**src/rtl/mem_ctrl_line.sv**
```systemverilog
// mem_ctrl_line: byte-serial arbiter between ICache line refill and LSB
// byte/half/word loads and stores on an 8-bit RAM/IO bus.
module mem_ctrl_line #(
    parameter int          LINE_BYTES = 16,
    parameter logic [31:0] IO_MASK    = 32'h0003_0000,
    parameter logic [31:0] IO_MATCH   = 32'h0003_0000,
    parameter int          IO_GAP     = 1
) (
    input  logic                    clk,
    input  logic                    rst,
    input  logic                    rdy,
    input  logic                    jp_wrong,
    input  logic                    ic_req,
    input  logic [31:0]             ic_addr,
    output logic                    ic_ready,
    output logic [8*LINE_BYTES-1:0] ic_line,
    input  logic                    lsb_req,
    input  logic                    lsb_we,
    input  logic [1:0]              lsb_size,
    input  logic                    lsb_signed,
    input  logic [31:0]             lsb_addr,
    input  logic [31:0]             lsb_wdata,
    output logic                    lsb_done,
    output logic [31:0]             lsb_rdata,
    input  logic                    io_buffer_full,
    input  logic [7:0]              mem_din,
    output logic [7:0]              mem_dout,
    output logic [31:0]             mem_a,
    output logic                    mem_wr
);
    localparam int LB = $clog2(LINE_BYTES);
    localparam int CW = LB + 1;

    typedef enum logic [2:0] {IDLE, IC_RD, LS_RD, LS_WR, IO_WAIT, DONE} state_t;

    state_t                  state_q, state_d;
    logic [CW-1:0]           cnt_q, cnt_d;
    logic [31:0]             addr_q, addr_d;
    logic [31:0]             wdata_q, wdata_d;
    logic [31:0]             rbuf_q, rbuf_d;
    logic [31:0]             rdata_q, rdata_d;
    logic [8*LINE_BYTES-1:0] line_q, line_d;
    logic [1:0]              size_q, size_d;
    logic                    sgn_q, sgn_d, we_q, we_d;
    logic                    io_q, io_d, isic_q, isic_d;
    logic                    issued_q, issued_d, pend_q, pend_d;
    logic [2:0]              gap_q, gap_d;

    logic [CW-1:0] nbytes, cidx;
    logic          can_issue, kill, lsb_io, mem_wr_c, rd_state;
    logic [31:0]   mem_a_c;
    logic [7:0]    mem_dout_c;

    always_comb begin
        unique case (size_q)
            2'd0:    nbytes = CW'(1);
            2'd1:    nbytes = CW'(2);
            default: nbytes = CW'(4);
        endcase
        if (isic_q) nbytes = CW'(LINE_BYTES);
    end

    assign lsb_io    = (lsb_addr & IO_MASK) == IO_MATCH;
    assign can_issue = !io_q || (!io_buffer_full && gap_q == 3'd0);
    // An IO load whose first byte went out cannot be undone.
    assign kill      = rdy && jp_wrong && !we_q && !(io_q && issued_q);
    assign rd_state  = (state_q == IC_RD) || (state_q == LS_RD);

    always_comb begin
        state_d    = state_q;
        cnt_d      = cnt_q;
        addr_d     = addr_q;
        wdata_d    = wdata_q;
        rbuf_d     = rbuf_q;
        rdata_d    = rdata_q;
        line_d     = line_q;
        size_d     = size_q;
        sgn_d      = sgn_q;
        we_d       = we_q;
        io_d       = io_q;
        isic_d     = isic_q;
        issued_d   = issued_q;
        pend_d     = pend_q;
        gap_d      = (gap_q != 3'd0) ? gap_q - 3'd1 : 3'd0;
        cidx       = cnt_q - CW'(1);
        mem_a_c    = '0;
        mem_dout_c = '0;
        mem_wr_c   = 1'b0;
        unique case (state_q)
            IDLE: begin
                if (!jp_wrong && lsb_req) begin
                    addr_d   = lsb_addr;
                    size_d   = lsb_size;
                    sgn_d    = lsb_signed;
                    we_d     = lsb_we;
                    wdata_d  = lsb_wdata;
                    io_d     = lsb_io;
                    isic_d   = 1'b0;
                    cnt_d    = '0;
                    issued_d = 1'b0;
                    pend_d   = 1'b0;
                    rbuf_d   = '0;
                    if (lsb_io && (io_buffer_full || gap_q != 3'd0))
                        state_d = IO_WAIT;
                    else
                        state_d = lsb_we ? LS_WR : LS_RD;
                end else if (!jp_wrong && ic_req) begin
                    addr_d   = {ic_addr[31:LB], LB'(0)};
                    we_d     = 1'b0;
                    io_d     = 1'b0;
                    isic_d   = 1'b1;
                    cnt_d    = '0;
                    issued_d = 1'b0;
                    pend_d   = 1'b0;
                    state_d  = IC_RD;
                end
            end
            IO_WAIT: begin
                if (kill)
                    state_d = IDLE;
                else if (!io_buffer_full && gap_q == 3'd0)
                    state_d = we_q ? LS_WR : LS_RD;
            end
            IC_RD, LS_RD: begin
                if (kill) begin
                    state_d = IDLE;
                    pend_d  = 1'b0;
                end else begin
                    if (pend_q) begin
                        pend_d = 1'b0;
                        if (isic_q) line_d[8*int'(cidx) +: 8] = mem_din;
                        else        rbuf_d[8*int'(cidx[1:0]) +: 8] = mem_din;
                    end
                    if (cnt_q == nbytes) begin
                        state_d = DONE;
                        if (!isic_q) begin
                            unique case (size_q)
                                2'd0:    rdata_d = {{24{sgn_q & rbuf_d[7]}}, rbuf_d[7:0]};
                                2'd1:    rdata_d = {{16{sgn_q & rbuf_d[15]}}, rbuf_d[15:0]};
                                default: rdata_d = rbuf_d;
                            endcase
                        end
                    end else if (can_issue) begin
                        mem_a_c  = addr_q + 32'(cnt_q);
                        cnt_d    = cnt_q + CW'(1);
                        pend_d   = 1'b1;
                        issued_d = 1'b1;
                        if (io_q) gap_d = 3'(IO_GAP);
                    end
                end
            end
            LS_WR: begin
                if (can_issue) begin
                    mem_wr_c   = 1'b1;
                    mem_a_c    = addr_q + 32'(cnt_q);
                    mem_dout_c = wdata_q[8*int'(cnt_q[1:0]) +: 8];
                    issued_d   = 1'b1;
                    if (io_q) gap_d = 3'(IO_GAP);
                    if (cnt_q == nbytes - CW'(1)) state_d = DONE;
                    else                          cnt_d   = cnt_q + CW'(1);
                end
            end
            DONE:    state_d = IDLE;
            default: state_d = IDLE;
        endcase
    end

    always_ff @(posedge clk) begin
        if (rst) begin
            state_q  <= IDLE;
            cnt_q    <= '0;
            addr_q   <= '0;
            wdata_q  <= '0;
            rbuf_q   <= '0;
            rdata_q  <= '0;
            line_q   <= '0;
            size_q   <= '0;
            sgn_q    <= 1'b0;
            we_q     <= 1'b0;
            io_q     <= 1'b0;
            isic_q   <= 1'b0;
            issued_q <= 1'b0;
            pend_q   <= 1'b0;
            gap_q    <= '0;
        end else if (rdy) begin
            state_q  <= state_d;
            cnt_q    <= cnt_d;
            addr_q   <= addr_d;
            wdata_q  <= wdata_d;
            rbuf_q   <= rbuf_d;
            rdata_q  <= rdata_d;
            line_q   <= line_d;
            size_q   <= size_d;
            sgn_q    <= sgn_d;
            we_q     <= we_d;
            io_q     <= io_d;
            isic_q   <= isic_d;
            issued_q <= issued_d;
            pend_q   <= pend_d;
            gap_q    <= gap_d;
        end
    end

    assign ic_ready  = (state_q == DONE) && isic_q && !kill;
    assign lsb_done  = (state_q == DONE) && !isic_q && !kill;
    assign ic_line   = line_q;
    assign lsb_rdata = rdata_q;
    assign mem_wr    = mem_wr_c && rdy;
    assign mem_dout  = mem_dout_c;
    // While frozen, keep the pending byte's address on the bus so mem_din
    // still carries that byte when the clock enable returns.
    assign mem_a     = (!rdy && pend_q && rd_state) ? addr_q + 32'(cidx) : mem_a_c;
endmodule

```
**config.mk**
```make
export PLATFORM = sky130hd
export DESIGN_NAME = mem_ctrl_line
export DESIGN_NICKNAME = d
export VERILOG_FILES = /design/src/rtl/mem_ctrl_line.sv
export SDC_FILE = /design/constraint.sdc
export NUM_CORES = 1
export LEC_CHECK = 0
export CORE_MARGIN = 5
export CORE_UTILIZATION = 54
export CTS_CLUSTER_SIZE = 24
export DETAILED_ROUTE_END_ITERATION = 12
export PLACE_DENSITY_LB_ADDON = 0.15
export SYNTH_ARGS = -nofsm -noshare
export SYNTH_HDL_FRONTEND = slang
export SYNTH_SLANG_ARGS = --single-unit
```
**constraint.sdc**
```tcl
create_clock -name clk -period 7.6 [get_ports clk]
set_input_delay 1.9 -clock clk [delete_from_list [all_inputs] [get_ports clk]]
set_output_delay 1.9 -clock clk [all_outputs]
set_load 0.005 [all_outputs]
```
* After elaboration in Yosys (flattened, before gate mapping)
Cells that the tools add are included.
Word-level totals: register bits after elaboration 275, bits in latches 0, bits in writable memories 0, ROM bits 0, input bits 115, output and inout port bits 203, word-level logic and storage cells 156, memories kept 0
Cells by class: add/sub/neg operators 8, $mul 0, divide/modulo/power cells 0, magnitude comparators 0, eq/ne operators 19, shift operators 5, muxes and demuxes 62, bitwise gates (word level) 4, reductions and logical operators 43
Operators by type and width (number):
- two-way mux 32 bit | 12
- case mux 32 bit (2 select lines) | 3
- bitwise mux 128 bit | 1
- variable shift 8 x 33 -> 128 bit, first input constant | 1
- variable part select 8 x 33 -> 128 bit | 1
- adder 32 x 5 -> 32 bit | 2
- two-way mux 3 bit | 14
- two-way mux 5 bit | 8
- negation 5 -> 33 bit | 1
- negation 8 -> 33 bit | 1
- variable shift 8 x 33 -> 32 bit, first input constant | 1
- variable part select 8 x 33 -> 32 bit | 1
- bitwise mux 32 bit | 1
- variable part select 32 x 6 -> 8 bit | 1
- two-way mux 8 bit | 2
- logical AND 1 bit | 15
- two-way mux 1 bit | 15
- case mux 5 bit (3 select lines) | 1
- AND reduction 5 bit | 3
- inequality test 2 bit, second input constant | 7
- case mux 3 bit (2 select lines) | 2
- case mux 3 bit (4 select lines) | 1
- equality test 5 bit | 2
- subtractor 5 x 1 -> 5 bit, second input constant | 2
- 23 further kinds | 43

* Depth between registers and ports, before layout
depth after elaboration 10, gate-level depth with buffers 14, depth with buffers taken out 12

* Least setup slack after synthesis
OpenSTA, ideal clock, no wires.
kind input -> output, start point input port rdy, end point output port mem_a[26], data arrival time 3.438 ns, data required time 5.700 ns, slack 2.262 ns, cell stages on the path 7, path buffers 2, cell sequence buf_2 > nand2b_1 > nor3_1 > clkbuf_1 > o2111a_1 > a21oi_1 > a311oi_1
Between the ends: cells in the longest elaborated chain, start to end 6, elaborated cells between the ends (all ways) 9, those cells by class mux (3); reduce/logical (6)
Ends and longest elaborated chain:
- from (decl) | line 11 | input logic rdy,
- logical AND 1 bit (3 in a row) | line 66 | assign kill = rdy && jp_wrong && !we_q && !(io_q && issued_q);
- two-way mux 32 bit | line 125 | if (kill) begin
- case mux 32 bit (2 select lines) | line 89 | unique case (state_q)
- two-way mux 32 bit * | line 212 | assign mem_a = (!rdy && pend_q && rd_state) ? addr_q + 32'(cidx) : mem_a_c;
- to (decl) | line 28 | output logic [31:0] mem_a,
Mark *: on every way between the ends. The rest lies on a longest branch, timed or not.

* Worst setup path in the final report
start point input port rdy, end point output port mem_a[25]
Same word-level chain as after synthesis.

==> impl_metrics.py <==
metrics = {
    "outcome": {
        "outcome": "completed",
    },
    "critical_path": {
        "arrival_ns": 4.94,
        "crit_end": "mem_a[25]",
        "crit_path_top_delay_cell": "clkdlybuf4s50_1",
        "cp-start-kind": "input pin",
        "crit_required_ns": 5.70,
        "reg2regPathDepth": 12,
        "cp-startpoint": "rdy",
        "timing.rr.end": "ic_line[65]",
        "cpMostUsedCell": "clkdlybuf4s50_1",
        "path_class": "input pin to output port",
        "rr_startpoint": "cnt_q[0]",
        "slowest_delay_ns": 0.62,
        "endpoint_kind": "output port",
        "rrSetupSlack_ns": 3.99,
        "cp_max_fo": 14,
        "cp_cell_sequence": "clkdlybuf4s50_1 > nand2b_1 > or3_1 > nor3_2 > a211oi_1 > a311oi_1 > clkdlybuf4s50_1",
    },
    "final_layout": {
        "layout_common_cells": "312 x clkdlybuf4s50_1, 306 x nand2_1, 275 x dfxtp_1, 128 x nor2_1, 112 x a21oi_1",
        "ff_latch_area_um2": 5505,
        "area_growth_pct": 31.11,
        "final_layout_size_suffix_gt1_share_pct": 8.155,
        "final_nets": 1941,
        "fillers": 1909,
        "layout_commonest_cell": "clkdlybuf4s50_1",
        "antenna_cells": 0,
        "multi_input_area_um2": 7353,
    },
    "synthesis": {
        "synthesis.area_um2": 13360,
        "synthMuxAreaShare_pct": 9.291,
        "synth-adder-area-share_pct": 2.079,
        "netlist_top_cells_area": "dfxtp_1 41%, nand2_1 8.6%, mux2i_1 7.9%, a21oi_1 4.2%, nor2_1 3.6%",
        "synth_simple_gate_area_share_pct": 22.58,
        "synth.top_cell.area_share_pct": 41.21,
        "async_flop_share_pct": 0,
        "synth_edf_count": 0,
        "synth_top_area_cell": "dfxtp_1",
        "ys_seq_area_share_pct": 41.21,
        "synth_top_family_by_area": "simple AND/OR/NAND/NOR gates",
        "avgSynthCellArea_um2": 8.569,
        "synth_cell_type_count": 88,
        "synth_flop_cell": "dfxtp_1",
        "yosys_warnings": 0,
        "synthCells": 1559,
        "syn_nets": 1695,
        "synthXorXnorAreaFrac_pct": 1.695,
        "synth.ff_latch_count": 275,
        "synth-compound-area-share_pct": 19.15,
    },
    "floorplanning": {
        "pin_count": 318,
        "rows": 57,
        "dieArea_um2": 27980,
        "die_w_um": 167.3,
        "start_util_pct": 54.93,
        "dieHeight_um": 167.3,
        "core_area_um2": 24320,
    },
    "global_routing": {
        "grt_pass1_wl_um": 66820,
        "use_met2_pct": 47.36,
        "grt_util_met3_pct": 8.274,
        "use_met1_pct": 36.09,
        "top_usage_layer": "met2",
        "grt_usage_pct": 28.31,
        "first_global_vias": 12446,
        "antenna_found_initial": 0,
        "overflow": 0,
        "grt_max_degree": 112,
    },
    "clocking": {
        "clock_path_buffers": 3,
        "cts_hold_buf": 0,
        "post_cts_resized": 0,
        "clkTransAtPathRegs_ns": 0.06,
        "cts_tree": "done",
        "numCtsBuffers": 29,
        "insertion_delay_ns": 0.54,
        "h-tree-depth": 1,
        "clock_sinks": 275,
        "post-cts-setup-buffers": 0,
        "root_buffer": "clkbuf_16",
    },
    "power": {
        "p_leak_uw": 0.005943,
        "peakVddDrop_uv": 155.7,
        "power-per-cell-area_nw_per_um2": 191.7,
        "power_uw": 3357,
    },
    "placed_design": {
        "pre_cts_slack_ns": 0.8016,
        "routabilityCongestion": 0.9121,
        "dpl.hpwl_um": 28520,
        "numPortBuffers": 313,
    },
    "route": {
        "vias_per_cell": 5.837,
        "wl_um": 41500,
        "drc_errors": 0,
        "drt-wirelength-per-cell_um": 19.29,
        "drtIter0Drc": 1175,
        "drt_first_pass_iters": 6,
        "num_vias": 12556,
        "antenna_left": 0,
    },
    "worst_hold_path": {
        "min_path_type": "flip-flop to flip-flop",
    },
    "timing": {
        "rsz0062_at_grt": "no",
        "fin_crit_ns": 6.839,
        "finalSetupTns_ns": 0,
        "fmax_ghz": 0.1462,
        "max_slew_margin_pct": 22.11,
        "hold_violations": 0,
        "tightest_slew_ns": 1.167,
        "final_max_slew_viol_count": 0,
        "skew_ns": 0.01852,
        "setup_viol_count_final": 0,
        "period_share_pct": 89.99,
        "fin_ws_ns": 0.7606,
        "whs_ns": 0.4515,
    },
    "flow_run": {
        "drv_cap": 0,
    },
}
-- worst max-delay path: cells and delay by family --
kind / cells / cell delay [ns]
buffers and inverters: 2 / 1.18
and+or+nand+nor: 3 / 1.35
AOI/OAI and AO/OA: 2 / 0.50
-- power breakdown --
group | internal [µW] | switching, µW | total, µW
combinational | 168 | 257 | 425
sequential | 1470 | 41.7 | 1510
clock | 829 | 589 | 1420
-- area by class of cell --
cell class	instances	share of cell area, %
well taps	324	2.314
clock inverters	14	0.7858
flip-flops and latches	275	31.43
repair buffers	327	18.47
inverters	14	0.3143
clock buffers	39	4.700
multi-input cells	1158	41.98
-- per-layer routing --
layer  part of all wire, %  wire [µm]
met1                    41      17200
met2                    47      19700
met3                   8.6       3587
met4                   2.5       1018
met5                     0          0
-- metrics by stage --
step / instance area [µm²] / util (%) / std cells
detailed placement: 16550 / 68.07 / 2098
global route: 17520 / 72.02 / 2151
CTS: 17520 / 72.02 / 2151
finish: 17520 / 72.02 / 2151
global placement: 16550 / 68.07 / 2098
floorplan: 13360 / - / 1559
-- how the worst min path moves through the flow --
stage	from	end	depth (start not counted)
final	wdata_q[18]	wdata_q[18]	2
after global routing	wdata_q[18]	wdata_q[18]	2
after CTS	wdata_q[18]	wdata_q[18]	2
after detailed placement	ic_line[7]	ic_line[7]	2
after global placement	ic_line[2]	ic_line[2]	2
after floorplan	issued_q	issued_q	2
-- cells in the mapped netlist (4+ instances only) --
library cell  count
nand2_1         306
dfxtp_1         275
nor2_1          128
a21oi_1         112
mux2i_1         106
clkbuf_1         79
nand3_1          69
o21ai_0          38
a31oi_1          37
a311oi_1         36
a22oi_1          29
o21ai_1          20
a211oi_1         19
and3_1           19
ha_1             19
buf_2            14
nand2b_1         14
nor3_4           14
inv_1            12
nor3_1           12
xnor2_1          12
a21o_1           10
o221a_2          10
a22o_1            9
buf_1             9
mux4_2            8
nor2b_1           8
and2_1            7
buf_4             7
xor2_1            7
nand4_1           6
nand3b_1          5
or3_1             5
and4_1            4
nand2_2           4
nor3_2            4
nor4b_1           4
o21a_1            4
o21ba_2           4
o31ai_1           4
or2_2             4
-- sequential cells by signal (all words and copies together) (netlist names), 2 cells and up --
| register | flops |
|---|---|
| wdata_q | 32 |
| cnt_q | 5 |
| lsb_rdata | 32 |
| state_q | 3 |
| rbuf_q | 32 |
| size_q | 2 |
| ic_line | 128 |
| addr_q | 32 |
| gap_q | 3 |
-- cells by family (layout without fill, tap and decap cells) --
logic type | Yosys count | in the layout
buffers and inverters | 126 | 394
AND/OR/NAND/NOR | 631 | 631
XOR/XNOR | 22 | 22
adder cells (fa/ha/maj) | 21 | 21
AO/OA/AOI/OAI | 370 | 370
flip-flops | 275 | 275
multiplexers | 114 | 114
Power figures use the tool's default switching activity.
